<file path="src/rtl/vga_timing_pkg.sv">
// Shared defaults, the raster bus struct and the total-length helper for the
// VGA timing generator and its per-axis counters.
package vga_timing_pkg;

    // 800x600@60 Hz (40 MHz dot clock)
    localparam int VGA_CNT_W    = 11;
    localparam int VGA_H_ACTIVE = 800;
    localparam int VGA_H_FP     = 40;
    localparam int VGA_H_SYNC   = 128;
    localparam int VGA_H_BP     = 88;
    localparam int VGA_V_ACTIVE = 600;
    localparam int VGA_V_FP     = 1;
    localparam int VGA_V_SYNC   = 4;
    localparam int VGA_V_BP     = 23;
    localparam logic VGA_HS_POL = 1'b1;
    localparam logic VGA_VS_POL = 1'b1;

    typedef struct packed {
        logic [VGA_CNT_W-1:0] hcount;
        logic [VGA_CNT_W-1:0] vcount;
        logic                 hsync;
        logic                 vsync;
        logic                 hblnk;
        logic                 vblnk;
    } vga_timing_t;

    function automatic int calc_total(input int active, input int fp,
                                      input int sync, input int bp);
        return active + fp + sync + bp;
    endfunction

endpackage

</file>
<file path="src/rtl/vga_timing_gen_if.sv">
// Raster timing bus: the generator drives position, sync, blank and strobes;
// the draw pipeline supplies the pixel enable.
interface vga_timing_gen_if #(
    parameter int CNT_W = 11
);
    logic             pix_en;
    logic [CNT_W-1:0] hcount;
    logic [CNT_W-1:0] vcount;
    logic             hsync;
    logic             vsync;
    logic             hblnk;
    logic             vblnk;
    logic             line_start;
    logic             frame_start;

    modport master (
        input  pix_en,
        output hcount, vcount, hsync, vsync, hblnk, vblnk, line_start, frame_start
    );

    modport slave (
        output pix_en,
        input  hcount, vcount, hsync, vsync, hblnk, vblnk, line_start, frame_start
    );
endinterface

</file>
<file path="src/rtl/vga_axis_ctr.sv">
// One raster axis: wrapping position counter with registered sync/blank decoded
// from the next count, so all outputs change on the same edge as the count.
module vga_axis_ctr
    import vga_timing_pkg::*;
#(
    parameter int   CNT_W  = 11,
    parameter int   ACTIVE = 800,
    parameter int   FP     = 40,
    parameter int   SYNC   = 128,
    parameter int   BP     = 88,
    parameter logic POL    = 1'b1
) (
    input  logic             clk,
    input  logic             srst,
    input  logic             i_step,
    output logic [CNT_W-1:0] o_count,
    output logic             o_sync,
    output logic             o_blnk,
    output logic             o_wrap
);

    localparam int TOTAL    = calc_total(ACTIVE, FP, SYNC, BP);
    localparam int SYNC_BEG = ACTIVE + FP;
    localparam int SYNC_END = ACTIVE + FP + SYNC;

    localparam logic [CNT_W-1:0] C_LAST     = CNT_W'(TOTAL - 1);
    localparam logic [CNT_W-1:0] C_ACTIVE   = CNT_W'(ACTIVE);
    localparam logic [CNT_W-1:0] C_SYNC_BEG = CNT_W'(SYNC_BEG);
    localparam logic [CNT_W-1:0] C_SYNC_END = CNT_W'(SYNC_END);

    logic [CNT_W-1:0] r_count;
    logic             r_sync;
    logic             r_blnk;

    logic [CNT_W-1:0] w_count_next;
    logic             w_sync_next;
    logic             w_blnk_next;
    logic             w_sync_act;
    logic             w_wrap;

    assign w_wrap = i_step && (r_count == C_LAST);

    always_comb begin
        w_count_next = r_count;
        if (i_step) begin
            w_count_next = w_wrap ? '0 : r_count + 1'b1;
        end
    end

    // Decoding the next value keeps sync/blank on the same edge as the count.
    always_comb begin
        w_blnk_next = (w_count_next >= C_ACTIVE);
        w_sync_act  = (w_count_next >= C_SYNC_BEG) && (w_count_next < C_SYNC_END);
        w_sync_next = w_sync_act ? POL : ~POL;
    end

    always_ff @(posedge clk) begin
        if (srst) begin
            r_count <= '0;
            r_sync  <= ~POL;
            r_blnk  <= 1'b0;
        end else begin
            r_count <= w_count_next;
            r_sync  <= w_sync_next;
            r_blnk  <= w_blnk_next;
        end
    end

    assign o_count = r_count;
    assign o_sync  = r_sync;
    assign o_blnk  = r_blnk;
    assign o_wrap  = w_wrap;

endmodule

</file>
<file path="src/rtl/vga_timing_gen.sv">
// Parametrised VGA raster timing generator: horizontal and vertical axis
// counters plus registered line/frame start strobes.
module vga_timing_gen
    import vga_timing_pkg::*;
#(
    parameter int   CNT_W    = VGA_CNT_W,
    parameter int   H_ACTIVE = VGA_H_ACTIVE,
    parameter int   H_FP     = VGA_H_FP,
    parameter int   H_SYNC   = VGA_H_SYNC,
    parameter int   H_BP     = VGA_H_BP,
    parameter int   V_ACTIVE = VGA_V_ACTIVE,
    parameter int   V_FP     = VGA_V_FP,
    parameter int   V_SYNC   = VGA_V_SYNC,
    parameter int   V_BP     = VGA_V_BP,
    parameter logic HS_POL   = VGA_HS_POL,
    parameter logic VS_POL   = VGA_VS_POL
) (
    input  logic                pclk,
    input  logic                rst,
    vga_timing_gen_if.master    tmg
);

    localparam int H_TOTAL = calc_total(H_ACTIVE, H_FP, H_SYNC, H_BP);
    localparam int V_TOTAL = calc_total(V_ACTIVE, V_FP, V_SYNC, V_BP);

    if (CNT_W <= 0 || CNT_W > 30) begin : g_bad_cnt_w
        $error("vga_timing_gen: CNT_W out of range");
    end

    if (H_ACTIVE <= 0 || H_FP <= 0 || H_SYNC <= 0 || H_BP <= 0 ||
        V_ACTIVE <= 0 || V_FP <= 0 || V_SYNC <= 0 || V_BP <= 0) begin : g_bad_param
        $error("vga_timing_gen: timing parameters must be non-zero");
    end

    if (H_TOTAL > 2**CNT_W || V_TOTAL > 2**CNT_W) begin : g_bad_total
        $error("vga_timing_gen: CNT_W too narrow for H_TOTAL/V_TOTAL");
    end

    logic [CNT_W-1:0] w_hcount;
    logic [CNT_W-1:0] w_vcount;
    logic             w_hsync;
    logic             w_vsync;
    logic             w_hblnk;
    logic             w_vblnk;
    logic             w_h_wrap;
    logic             w_v_wrap;

    logic             r_line_start;
    logic             r_frame_start;

    vga_axis_ctr #(
        .CNT_W  (CNT_W),
        .ACTIVE (H_ACTIVE),
        .FP     (H_FP),
        .SYNC   (H_SYNC),
        .BP     (H_BP),
        .POL    (HS_POL)
    ) u_h_ctr (
        .clk     (pclk),
        .srst    (rst),
        .i_step  (tmg.pix_en),
        .o_count (w_hcount),
        .o_sync  (w_hsync),
        .o_blnk  (w_hblnk),
        .o_wrap  (w_h_wrap)
    );

    // The vertical axis advances only on the enabled cycle that ends a line.
    vga_axis_ctr #(
        .CNT_W  (CNT_W),
        .ACTIVE (V_ACTIVE),
        .FP     (V_FP),
        .SYNC   (V_SYNC),
        .BP     (V_BP),
        .POL    (VS_POL)
    ) u_v_ctr (
        .clk     (pclk),
        .srst    (rst),
        .i_step  (w_h_wrap),
        .o_count (w_vcount),
        .o_sync  (w_vsync),
        .o_blnk  (w_vblnk),
        .o_wrap  (w_v_wrap)
    );

    // Strobes are registered from the wrap so they land on the cycle the count reads 0.
    always_ff @(posedge pclk) begin
        if (rst) begin
            r_line_start  <= 1'b0;
            r_frame_start <= 1'b0;
        end else begin
            r_line_start  <= w_h_wrap;
            r_frame_start <= w_h_wrap && w_v_wrap;
        end
    end

    assign tmg.hcount      = w_hcount;
    assign tmg.vcount      = w_vcount;
    assign tmg.hsync       = w_hsync;
    assign tmg.vsync       = w_vsync;
    assign tmg.hblnk       = w_hblnk;
    assign tmg.vblnk       = w_vblnk;
    assign tmg.line_start  = r_line_start;
    assign tmg.frame_start = r_frame_start;

endmodule
</file>
<file path="src/flat_wrapper.sv">
// flat-port wrapper written by rule: the top's interface ports become plain ports
module vga_timing_gen_flat import vga_timing_pkg::*;
#(
    parameter int   CNT_W    = VGA_CNT_W,
    parameter int   H_ACTIVE = VGA_H_ACTIVE,
    parameter int   H_FP     = VGA_H_FP,
    parameter int   H_SYNC   = VGA_H_SYNC,
    parameter int   H_BP     = VGA_H_BP,
    parameter int   V_ACTIVE = VGA_V_ACTIVE,
    parameter int   V_FP     = VGA_V_FP,
    parameter int   V_SYNC   = VGA_V_SYNC,
    parameter int   V_BP     = VGA_V_BP,
    parameter logic HS_POL   = VGA_HS_POL,
    parameter logic VS_POL   = VGA_VS_POL
)
  (pclk, rst, tmg_pix_en, tmg_hcount, tmg_vcount, tmg_hsync, tmg_vsync, tmg_hblnk, tmg_vblnk, tmg_line_start, tmg_frame_start);
  vga_timing_gen_if #(.CNT_W(CNT_W)) tmg_i ();
  input  logic pclk;
  input  logic rst;
  input wire logic [$bits(tmg_i.pix_en)-1:0] tmg_pix_en;
  output wire logic [$bits(tmg_i.hcount)-1:0] tmg_hcount;
  output wire logic [$bits(tmg_i.vcount)-1:0] tmg_vcount;
  output wire logic [$bits(tmg_i.hsync)-1:0] tmg_hsync;
  output wire logic [$bits(tmg_i.vsync)-1:0] tmg_vsync;
  output wire logic [$bits(tmg_i.hblnk)-1:0] tmg_hblnk;
  output wire logic [$bits(tmg_i.vblnk)-1:0] tmg_vblnk;
  output wire logic [$bits(tmg_i.line_start)-1:0] tmg_line_start;
  output wire logic [$bits(tmg_i.frame_start)-1:0] tmg_frame_start;
  assign tmg_i.pix_en = tmg_pix_en;
  assign tmg_hcount = tmg_i.hcount;
  assign tmg_vcount = tmg_i.vcount;
  assign tmg_hsync = tmg_i.hsync;
  assign tmg_vsync = tmg_i.vsync;
  assign tmg_hblnk = tmg_i.hblnk;
  assign tmg_vblnk = tmg_i.vblnk;
  assign tmg_line_start = tmg_i.line_start;
  assign tmg_frame_start = tmg_i.frame_start;
  vga_timing_gen #(.CNT_W(CNT_W), .H_ACTIVE(H_ACTIVE), .H_FP(H_FP), .H_SYNC(H_SYNC), .H_BP(H_BP), .V_ACTIVE(V_ACTIVE), .V_FP(V_FP), .V_SYNC(V_SYNC), .V_BP(V_BP), .HS_POL(HS_POL), .VS_POL(VS_POL)) u_core (.pclk(pclk), .rst(rst), .tmg(tmg_i));
endmodule
</file>
<file path="config.mk">
export PLATFORM = sky130hd
export DESIGN_NAME = vga_timing_gen_flat
export DESIGN_NICKNAME = d
export VERILOG_FILES = /design/src/rtl/vga_timing_pkg.sv /design/src/rtl/vga_timing_gen_if.sv /design/src/rtl/vga_axis_ctr.sv /design/src/rtl/vga_timing_gen.sv /design/src/flat_wrapper.sv
export SDC_FILE = /design/constraint.sdc
export NUM_CORES = 1
export LEC_CHECK = 0
export ABC_AREA = 1
export BUFFER_PORTS_ARGS = -buffer_cell sky130_fd_sc_hd__buf_2
export CORE_AREA = 2 2 47 93
export DETAILED_ROUTE_END_ITERATION = 6
export DIE_AREA = 0 0 49 95
export PLACE_DENSITY = 0.75
export SKIP_LAST_GASP = 1
export SLEW_MARGIN = 20
export SYNTH_ARGS = -nofsm -noshare
export SYNTH_HDL_FRONTEND = slang
export SYNTH_SLANG_ARGS = --single-unit
</file>
<file path="constraint.sdc">
create_clock -name pclk -period 1.8 [get_ports pclk]
set_clock_uncertainty 0.15 [all_clocks]
set_input_delay 0.18 -clock pclk [delete_from_list [all_inputs] [get_ports pclk]]
set_output_delay 0.18 -clock pclk [all_outputs]
set_load 0.05 [all_outputs]
</file>
==> impl_metrics.toml, run 1 <==
[run_status]
run_status = "complete, but fails checks"
violations = "setup timing"

[pwr]
power.density_nw_per_um2 = 478
p_leak_nw = 1.13
power_frac_seq_pct = 53.7
finalPower_mw = 1.16
ir_worst_vdd_uv = 723
p_int_mw = 0.887
p_sw_mw = 0.273
combPwrFrac_pct = 7.5
switching_share_pct = 23.5
power_frac_clock_pct = 38.8

[logic_synthesis]
async_reset_ff_share_pct = 0
synth.most_common_cell = "nand2_1"
synth_seq_cells = 28
netlist_area_sq_um = 1710
yosys-top-cells-area = "dfxtp_1 33%, nand2_1 13%, nor2_1 8.3%, inv_1 7.2%, nand3_1 6.7%"
synth_edf_count = 0
synthCells = 262
synth_commonest_cells = "57 x nand2_1, 38 x nor2_1, 33 x inv_1"
yosysTopAreaCell = "dfxtp_1"
yosysWarnings = 0
ys_seq_area_share_pct = 32.7
synth_cell_type_count = 29
synth_top_area_share_pct = 32.7
synth.avg_cell_area_sq_um = 6.53
syn-num-nets = 267
synth_flop_cell = "dfxtp_1"

[cts]
clock_latency_ps = 280
cts_made_buffers = 3
clkSinkCount = 28
postCtsHoldBufs = 0
h-tree-depth = 1
clockBufferDepth = 2
cts_tree = "done"
clk_pin_slew_ps = 100
root_buffer = "clkbuf_8"

[sta]
fmax_mhz = 528
tightestPinTransition_ps = 362
rsz0062_at_grt = "true"
final_hold_viol_count = 0
setup_slack_ps = -93.2
drv_slew = 0
period_minus_slack_ps = 1890
setup_viol = 4
slew_headroom_pct = 75.8
fin_crit_sh_pct = 105

[global_route]
grt_usage_pct = 20.3
grt_pass1_wl_mm = 7.58
busiest_layer = "met2"
grt_remaining_overflow = 0
grt_use_met1_pct = 23.3
grt_max_degree = 26
grtUsageMet3_pct = 1.74
grt_antenna_before_repair = 0
grt_use_met2_pct = 38.5
grt_pass1_vias = 1769

[setup_path]
start_kind = "flop"
end_kind = "flop"
crit_type = "reg2reg"
critPathSlowestCell = "dfxtp_4"
critPathMaxFanout = 5
r2r_start = "u_core.u_h_ctr.o_count[0]"
arrival_ps = 1970
max_stage_delay_ps = 380
r2r_slack_ps = -90
ff2ff_path_depth = 13
r2r_end = "u_core.u_v_ctr.o_sync"
required_ps = 1870
crit_chain = "ha_4 -> nand3_4 -> inv_4 -> nand2_4 -> nor2_4 -> nand2_2 -> nand2_2 -> nand2_4 -> nor2_4 -> nand2_1 -> a21oi_2 -> nand3_1 -> nor2_1"

[routing]
vias_per_cell = 5.04
first_iter_violations = 70
wl_per_cell_microns = 12.2
dr.pass1.iters = 5
vias = 1914
drc = 0
antenna_left = 0
drt_wl_total_mm = 4.64

[die]
ios = 31
die_x_microns = 49
die_area_sq_um = 4660
rows = 33
die_h_microns = 95
start_util_pct = 42.7
core_area_sq_um = 4010

[min_path]
min_to = "u_core.u_v_ctr.o_sync"
min_path_cells = 4
min-delay-start = "rst"
hp-class = "in2reg"

[layout]
syn_to_final_growth_pct = 41.6
num-nets-final = 334
num_antenna_cells = 0
final_cell_area_sq_um = 2420
drive_gt1_share_pct = 42.7
n_fill_cell = 368

[placement]
dpl.hpwl_mm = 3.34
portBuffers = 30
gp_congestion = 0.895
place_area_sq_um = 2200

[flow_run]
maxCapViolations = 0
==> state kept, by name, indices dropped and copies added, names as in the netlist <==
| register | count |
|---|---|
| u_core.u_h_ctr.o_count | 11 |
| u_core.u_v_ctr.o_count | 11 |
| u_core.tmg.frame_start | 1 |
| u_core.tmg.line_start | 1 |
| u_core.u_h_ctr.o_blnk | 1 |
| u_core.u_h_ctr.o_sync | 1 |
| u_core.u_v_ctr.o_blnk | 1 |
| u_core.u_v_ctr.o_sync | 1 |
==> per-stage QoR <==
| stage | util, % | worst slack [ps] | hold slack [ps] | cells | TNS [ps] |
|---|---|---|---|---|---|
| floorplan | - | -99.2 | 272 | 262 | -137 |
| global placement | 55.0 | -60.0 | 375 | 369 | -66.5 |
| detailed placement | 55.0 | -125 | 384 | 369 | -287 |
| CTS | 58.9 | -41.3 | 78.4 | 379 | -45.0 |
| global route | 60.5 | -260 | 112 | 380 | -952 |
| finish | 60.5 | -93.2 | 79.8 | 380 | -165 |
==> worst max path at each step <==
stage / startpoint / endpoint / slack (ps) / depth (start not counted)
global placement: u_core.u_h_ctr.o_count[0] / u_core.u_v_ctr.o_sync / -60 / 11
detailed placement: u_core.u_h_ctr.o_count[0] / u_core.u_v_ctr.o_sync / -130 / 11
floorplan: u_core.u_v_ctr.o_count[7] / u_core.u_v_ctr.o_sync / -100 / 11
global route: u_core.u_h_ctr.o_count[0] / u_core.u_v_ctr.o_sync / -260 / 13
CTS: u_core.u_v_ctr.o_count[0] / u_core.u_v_ctr.o_sync / -40 / 13
finish: u_core.u_h_ctr.o_count[0] / u_core.u_v_ctr.o_sync / -90 / 13
==> routing by layer <==
metal  vias to the layer above  share of wire [%]
li1                        969                  -
met1                       863                 42
met2                        64                 51
met3                        18                4.3
met4                         0                3.0
met5                         -                  0
==> worst max-delay path: cells and delay by family (launching register included) <==
kind            cells  cell delay (ps)
compound gates      1              160
simple gates       10              910
buf+inv             1               90
fa+ha+maj           1              150
flops               1              380
==> placed cells by master (no fill, tap or decap), types with 2 or more instances in the layout <==
master / synthesis / layout
nor2_4: 4 / 10
nor2_2: 6 / 6
o21ai_0: 7 / 3
nor2_1: 38 / 33
nand4_1: 11 / 11
nand3_2: 4 / 4
buf_2: 0 / 30
a21oi_2: 1 / 3
o21ai_1: 0 / 3
nand2_4: 0 / 2
a21oi_1: 9 / 7
nand3_4: 0 / 2
inv_1: 33 / 32
xor2_1: 3 / 3
nor3_1: 5 / 4
nand2_2: 10 / 9
ha_4: 0 / 2
inv_2: 5 / 5
nor3_4: 1 / 2
dfxtp_2: 0 / 10
nand2_1: 57 / 56
dfxtp_1: 28 / 10
nand3_1: 23 / 21
dfxtp_4: 0 / 8
o21bai_1: 2 / 2
clkbuf_8: 0 / 3
buf_4: 2 / 36
==> cell families (layout without fill, tap and decap cells) <==
family / after synthesis / after routing / share of synthesized area (%)
and+or+nand+nor: 164 / 165 / 46.9
buffers and inverters: 43 / 108 / 9.87
DFF: 28 / 28 / 32.7
AOI/OAI and AO/OA: 22 / 22 / 7.46
xor gates and xnor gates: 3 / 3 / 1.54
adders and majority gates: 2 / 2 / 1.46
==> timing repair <==
action                                  CTS  global route
pin swaps                                 9             9
gates cloned                              1             0
setup buffers                             5             1
gates resized for setup                  15            15
endpoints found under the setup margin    4             7
==> power groups by stage <==
stage	combinational [mW]	sequential, mW	clock, mW
finish	0.0868	0.623	0.450
global route	0.0958	0.624	0.476
CTS	0.0867	0.623	0.460
detailed placement	0.0862	0.639	0
global placement	0.0852	0.638	0
floorplan	0.0373	0.660	0
==> layout make-up <==
class                   instances  area [sq um]  area share, %
inverters                      38           145           5.99
clock buffers                   4          66.3           2.74
well taps                      52          65.1           2.68
repair buffers                 66           420           17.3
flip-flops and latches         28           603           24.9
multi-input cells             192          1120           46.4
(Power assumes the default switching activity.)
==> run 2: changes to the inputs <==
- PLACE_DENSITY: 0.75 -> 0.67
==> run 2 against run 1 <==
  * The run still ends with setup timing left
  * Global-route usage rose by 0.36 points
  * Die area did not move
  * Cell count rose by 2.1%
  * Utilization rose by 1.7 points
  * Via count rose by 2.1%
  * First-iteration DRC count fell by 50%
  * Highest routed layer unchanged
==> impl_metrics.toml, run 2 (synthesis gave the netlist of run 1 again) <==
[run_status]
run_status = "complete, but fails checks"
violations = "setup timing"

[global_route]
grt_antenna_before_repair = 0
grt_max_degree = 26
grt_remaining_overflow = 0
grt_pass1_wl_mm = 7.66
grt_pass1_vias = 1772
grt_usage_pct = 20.6

[pwr]
p_leak_nw = 1.18
p_int_mw = 0.892
power_frac_clock_pct = 38.5
switching_share_pct = 23.7
power_frac_seq_pct = 53.2
power.density_nw_per_um2 = 469
combPwrFrac_pct = 8.3
p_sw_mw = 0.277
ir_worst_vdd_uv = 415

[setup_path]
start_kind = "flop"
crit_type = "reg2reg"
end_kind = "flop"
required_ps = 1840
arrival_ps = 1940
critPathMaxFanout = 3
ff2ff_path_depth = 12

[sta]
final_hold_viol_count = 0
drv_slew = 0
tightestPinTransition_ps = 279
rsz0062_at_grt = "true"
fin_crit_sh_pct = 106
period_minus_slack_ps = 1900
setup_slack_ps = -105
setup_viol = 2
slew_headroom_pct = 81.4
fmax_mhz = 525

[cts]
postCtsHoldBufs = 0
clk_pin_slew_ps = 100
h-tree-depth = 1
clockBufferDepth = 2
clock_latency_ps = 280
cts_made_buffers = 3
clkSinkCount = 28
cts_tree = "done"
root_buffer = "clkbuf_8"

[routing]
vias_per_cell = 5.04
vias = 1955
dr.pass1.iters = 5
wl_per_cell_microns = 11.8
drc = 0
first_iter_violations = 35
drt_wl_total_mm = 4.56
antenna_left = 0

[flow_run]
maxCapViolations = 0

[layout]
syn_to_final_growth_pct = 45.5
num_antenna_cells = 0
drive_gt1_share_pct = 46.7
layout.cells.non_filler = 388
num-nets-final = 342
n_fill_cell = 389
final_common_cell = "nand2_1"
final_cell_mix = "50 x nand2_1, 43 x buf_4, 30 x inv_1, 30 x nor2_1, 30 x buf_2"

[min_path]
min_path_cells = 4
hp-class = "in2reg"

[die]
rows = 33
die_x_microns = 49
ios = 31
core_area_sq_um = 4010
die_area_sq_um = 4660
start_util_pct = 42.7
die_h_microns = 95

[placement]
dpl.hpwl_mm = 3.40
dp.cells = 377
post-place-ws_ps = -114
gp_congestion = 0.828
portBuffers = 30
run 2: area by class of cell:
cell class	count	area (sq um)	area share (%)
inverter	38	145	5.83
timing repair buffer	74	484	19.4
sequential	28	606	24.3
multi-input combinational	192	1120	45.1
tap	52	65.1	2.61
clock buffer	4	66.3	2.66
run 2: power by group through the flow:
stage / registers (mW) / clock network (mW) / logic (mW)
final: 0.622 / 0.450 / 0.0966
after global routing: 0.622 / 0.491 / 0.106
after CTS: 0.624 / 0.462 / 0.0938
after detailed placement: 0.639 / 0 / 0.0902
after global placement: 0.638 / 0 / 0.0893
after floorplan: 0.660 / 0 / 0.0373
run 2: final timing paths:
kind	start	end	slack, ps
max reg2reg	u_core.u_h_ctr.o_count[1]	u_core.u_v_ctr.o_sync	-100
max	u_core.u_h_ctr.o_count[1]	u_core.u_v_ctr.o_sync	-100
min	rst	u_core.u_v_ctr.o_sync	90
min reg2reg	u_core.u_v_ctr.o_count[8]	u_core.u_v_ctr.o_count[8]	390
run 2: stage by stage:
stage	hold slack, ps	TNS (ps)	area, sq um	power, mW	util [%]
floorplan	272	-137	1790	0.697	-
global placement	379	-155	2260	0.727	56.5
detailed placement	387	-339	2260	0.729	56.5
CTS	87.8	-41.7	2390	1.18	59.6
global route	113	-676	2490	1.22	62.2
finish	87.0	-177	2490	1.17	62.2
run 2: timing repair:
item	4_1_cts	5_1_grt
gates resized for setup	12	26
cloned	1	0
buffers inserted	2	4
endpoints found under the setup margin	5	7
pin swaps	5	11
run 2: routing by layer:
metal,up-vias,share of wire (%),track usage [%]
met1,897,41,25.4
met4,0,1.8,7.38
li1,988,-,-
met3,11,4.8,2.37
met2,59,52,36.6
met5,-,0,0
run 2: worst max-delay path, cell delays in order (launching register included):
cell	delay, ps
dfxtp_4	380
ha_4	150
nand3_4	90
inv_4	80
nand3_1	100
nor2_2	140
nand4_1	150
nand2_2	120
nand2_1	80
nor2_2	160
nand3_1	100
nand3_1	80
nor2_1	40
==> run 3: changes to the inputs <==
- CORE_AREA: 2 2 47 93 -> 2 2 45 88
- DIE_AREA: 0 0 49 95 -> 0 0 47 90
- PLACE_DENSITY: 0.67 -> 0.73
- clock period: 1.8 -> 1.5 ns (I/O delays scaled with it)
==> run 3 against run 2 <==
  * The run still ends with setup timing left
  * Utilization up 18 points
  * Register-to-register slack lost 380 ps
  * Clock-buffer cell count shrank 1
  * Cell count up 5.4%
  * Sequential share of layout area shrank 2.8 points
  * Hold slack got worse by 19 ps
  * First-iteration DRC count grew 100%
  * Critical path depth down 3
  * Maximum frequency fell by 4.0%
  * Global-route usage increased by 10 points
  * Die area is 9.1% lower
  * Via count increased by 8.7%
  * Largest cell class unchanged
  * Highest routed layer unchanged
==> impl_metrics.toml, run 3 (synthesis gave the netlist of run 1 again) <==
[cts]
clockBufferDepth = 2
h-tree-depth = 1
clk_pin_slew_ps = 100
root_buffer = "clkbuf_8"
cts_made_buffers = 3
cts_tree = "done"
postCtsHoldBufs = 0
clock_latency_ps = 280
clkSinkCount = 28

[routing]
drc = 0
drt_wl_total_mm = 6.25
antenna_left = 0
dr.pass1.iters = 5
wl_per_cell_microns = 15.3
first_iter_violations = 71
vias_per_cell = 5.20
vias = 2125

[sta]
fmax_mhz = 504
setup_viol = 21
setup_slack_ps = -484
period_minus_slack_ps = 1980
rsz0062_at_grt = "true"
whs_ps = 68.3
drv_slew = 0
final_hold_viol_count = 0
fin_crit_sh_pct = 132
slew_headroom_pct = 78.4
tightestPinTransition_ps = 323

[layout]
final_cell_mix = "57 x buf_4, 43 x nand2_1, 30 x buf_2, 27 x nor2_1, 26 x inv_1"
num-nets-final = 366
finalCoreUtilization_pct = 79.7
drive_gt1_share_pct = 58.9
layout.cells.non_filler = 409
final_common_cell = "buf_4"
num_antenna_cells = 0
syn_to_final_growth_pct = 66.2

[placement]
post-place-ws_ps = -413
portBuffers = 30
gp_congestion = 0.990
dp.cells = 399
dpl.hpwl_mm = 4.26

[pwr]
power_frac_seq_pct = 56.9
combPwrFrac_pct = 10.1
power_frac_clock_pct = 33.1
power.density_nw_per_um2 = 460
p_int_mw = 0.968
ir_worst_vdd_uv = 510
p_sw_mw = 0.340
switching_share_pct = 26.0
p_leak_nw = 1.35

[setup_path]
end_kind = "flop"
required_ps = 1560
arrival_ps = 2040
critPathMaxFanout = 3
crit_type = "reg2reg"
start_kind = "flop"

[flow_run]
maxCapViolations = 0

[global_route]
grt_pass1_wl_mm = 9.51
grt_antenna_before_repair = 0
grt_remaining_overflow = 0
grt_pass1_vias = 2148
grt_usage_pct = 30.7
grt_max_degree = 16

[die]
start_util_pct = 48.0
ios = 31
die_x_microns = 47
die_h_microns = 90
rows = 31
die_area_sq_um = 4230
core_area_sq_um = 3570

[run_status]
violations = "setup timing"
run_status = "complete, but fails checks"

[min_path]
hp-class = "in2reg"
-- run 3: worst paths after layout --
| check | slack [ps] | startpoint | to | depth (start not counted) |
|---|---|---|---|---|
| setup / recovery | -480 | u_core.u_h_ctr.o_count[0] | u_core.u_h_ctr.o_blnk | 9 |
| hold / removal | 70 | rst | u_core.u_v_ctr.o_count[9] | 2 |
| setup reg to reg | -480 | u_core.u_h_ctr.o_count[0] | u_core.u_h_ctr.o_blnk | 9 |
| hold reg to reg | 430 | u_core.u_h_ctr.o_count[2] | u_core.u_h_ctr.o_count[2] | 2 |
-- run 3: layout make-up --
class | count | area (sq um)
Inverter | 38 | 148
Clock inverter | 1 | 3.75
Clock buffer | 3 | 41.3
Tap cell | 49 | 61.3
Sequential cell | 28 | 613
Multi-Input combinational cell | 192 | 1280
Timing Repair Buffer | 98 | 702
Fill cell | 270 | 723
-- run 3: through the flow --
stage               power (mW)  setup TNS (ps)  instance area [sq um]
floorplan                0.831           -1540                   1830
global placement         0.875           -3000                   2480
detailed placement       0.878           -3530                   2480
CTS                       1.30           -2940                   2700
global route              1.34           -5660                   2850
finish                    1.31           -3730                   2850
-- run 3: what timing repair did --
action	4_1_cts	5_1_grt
pin swaps	24	19
setup buffers	7	4
endpoints found under the setup margin	23	24
resized for setup	35	45
cloned	1	0
-- run 3: critical path, stage by stage (launching register included) --
cell and delay (ps):
dfxtp_4 380, inv_1 80, nor3_4 280, nand3_2 150
nor2_4 140, a21oi_2 80, nor2_2 170, buf_4 140
nand4_1 120, a21oi_1 200
-- run 3: per-layer routing --
metal  GRT usage [%]  vias to the layer above  wire length, microns
met4            21.8                        0                   441
met1            28.4                      990                  2040
li1                -                     1032                     -
met5               0                        -                     0
met3            4.82                       33                   182
met2            54.1                       70                  3590
-- run 3: power groups by stage --
stage               clock network (mW)  logic [mW]  registers (mW)
global route                     0.455       0.142           0.746
detailed placement                   0       0.117           0.761
global placement                     0       0.114           0.760
floorplan                            0      0.0451           0.786
CTS                              0.434       0.122           0.744
finish                           0.432       0.132           0.744
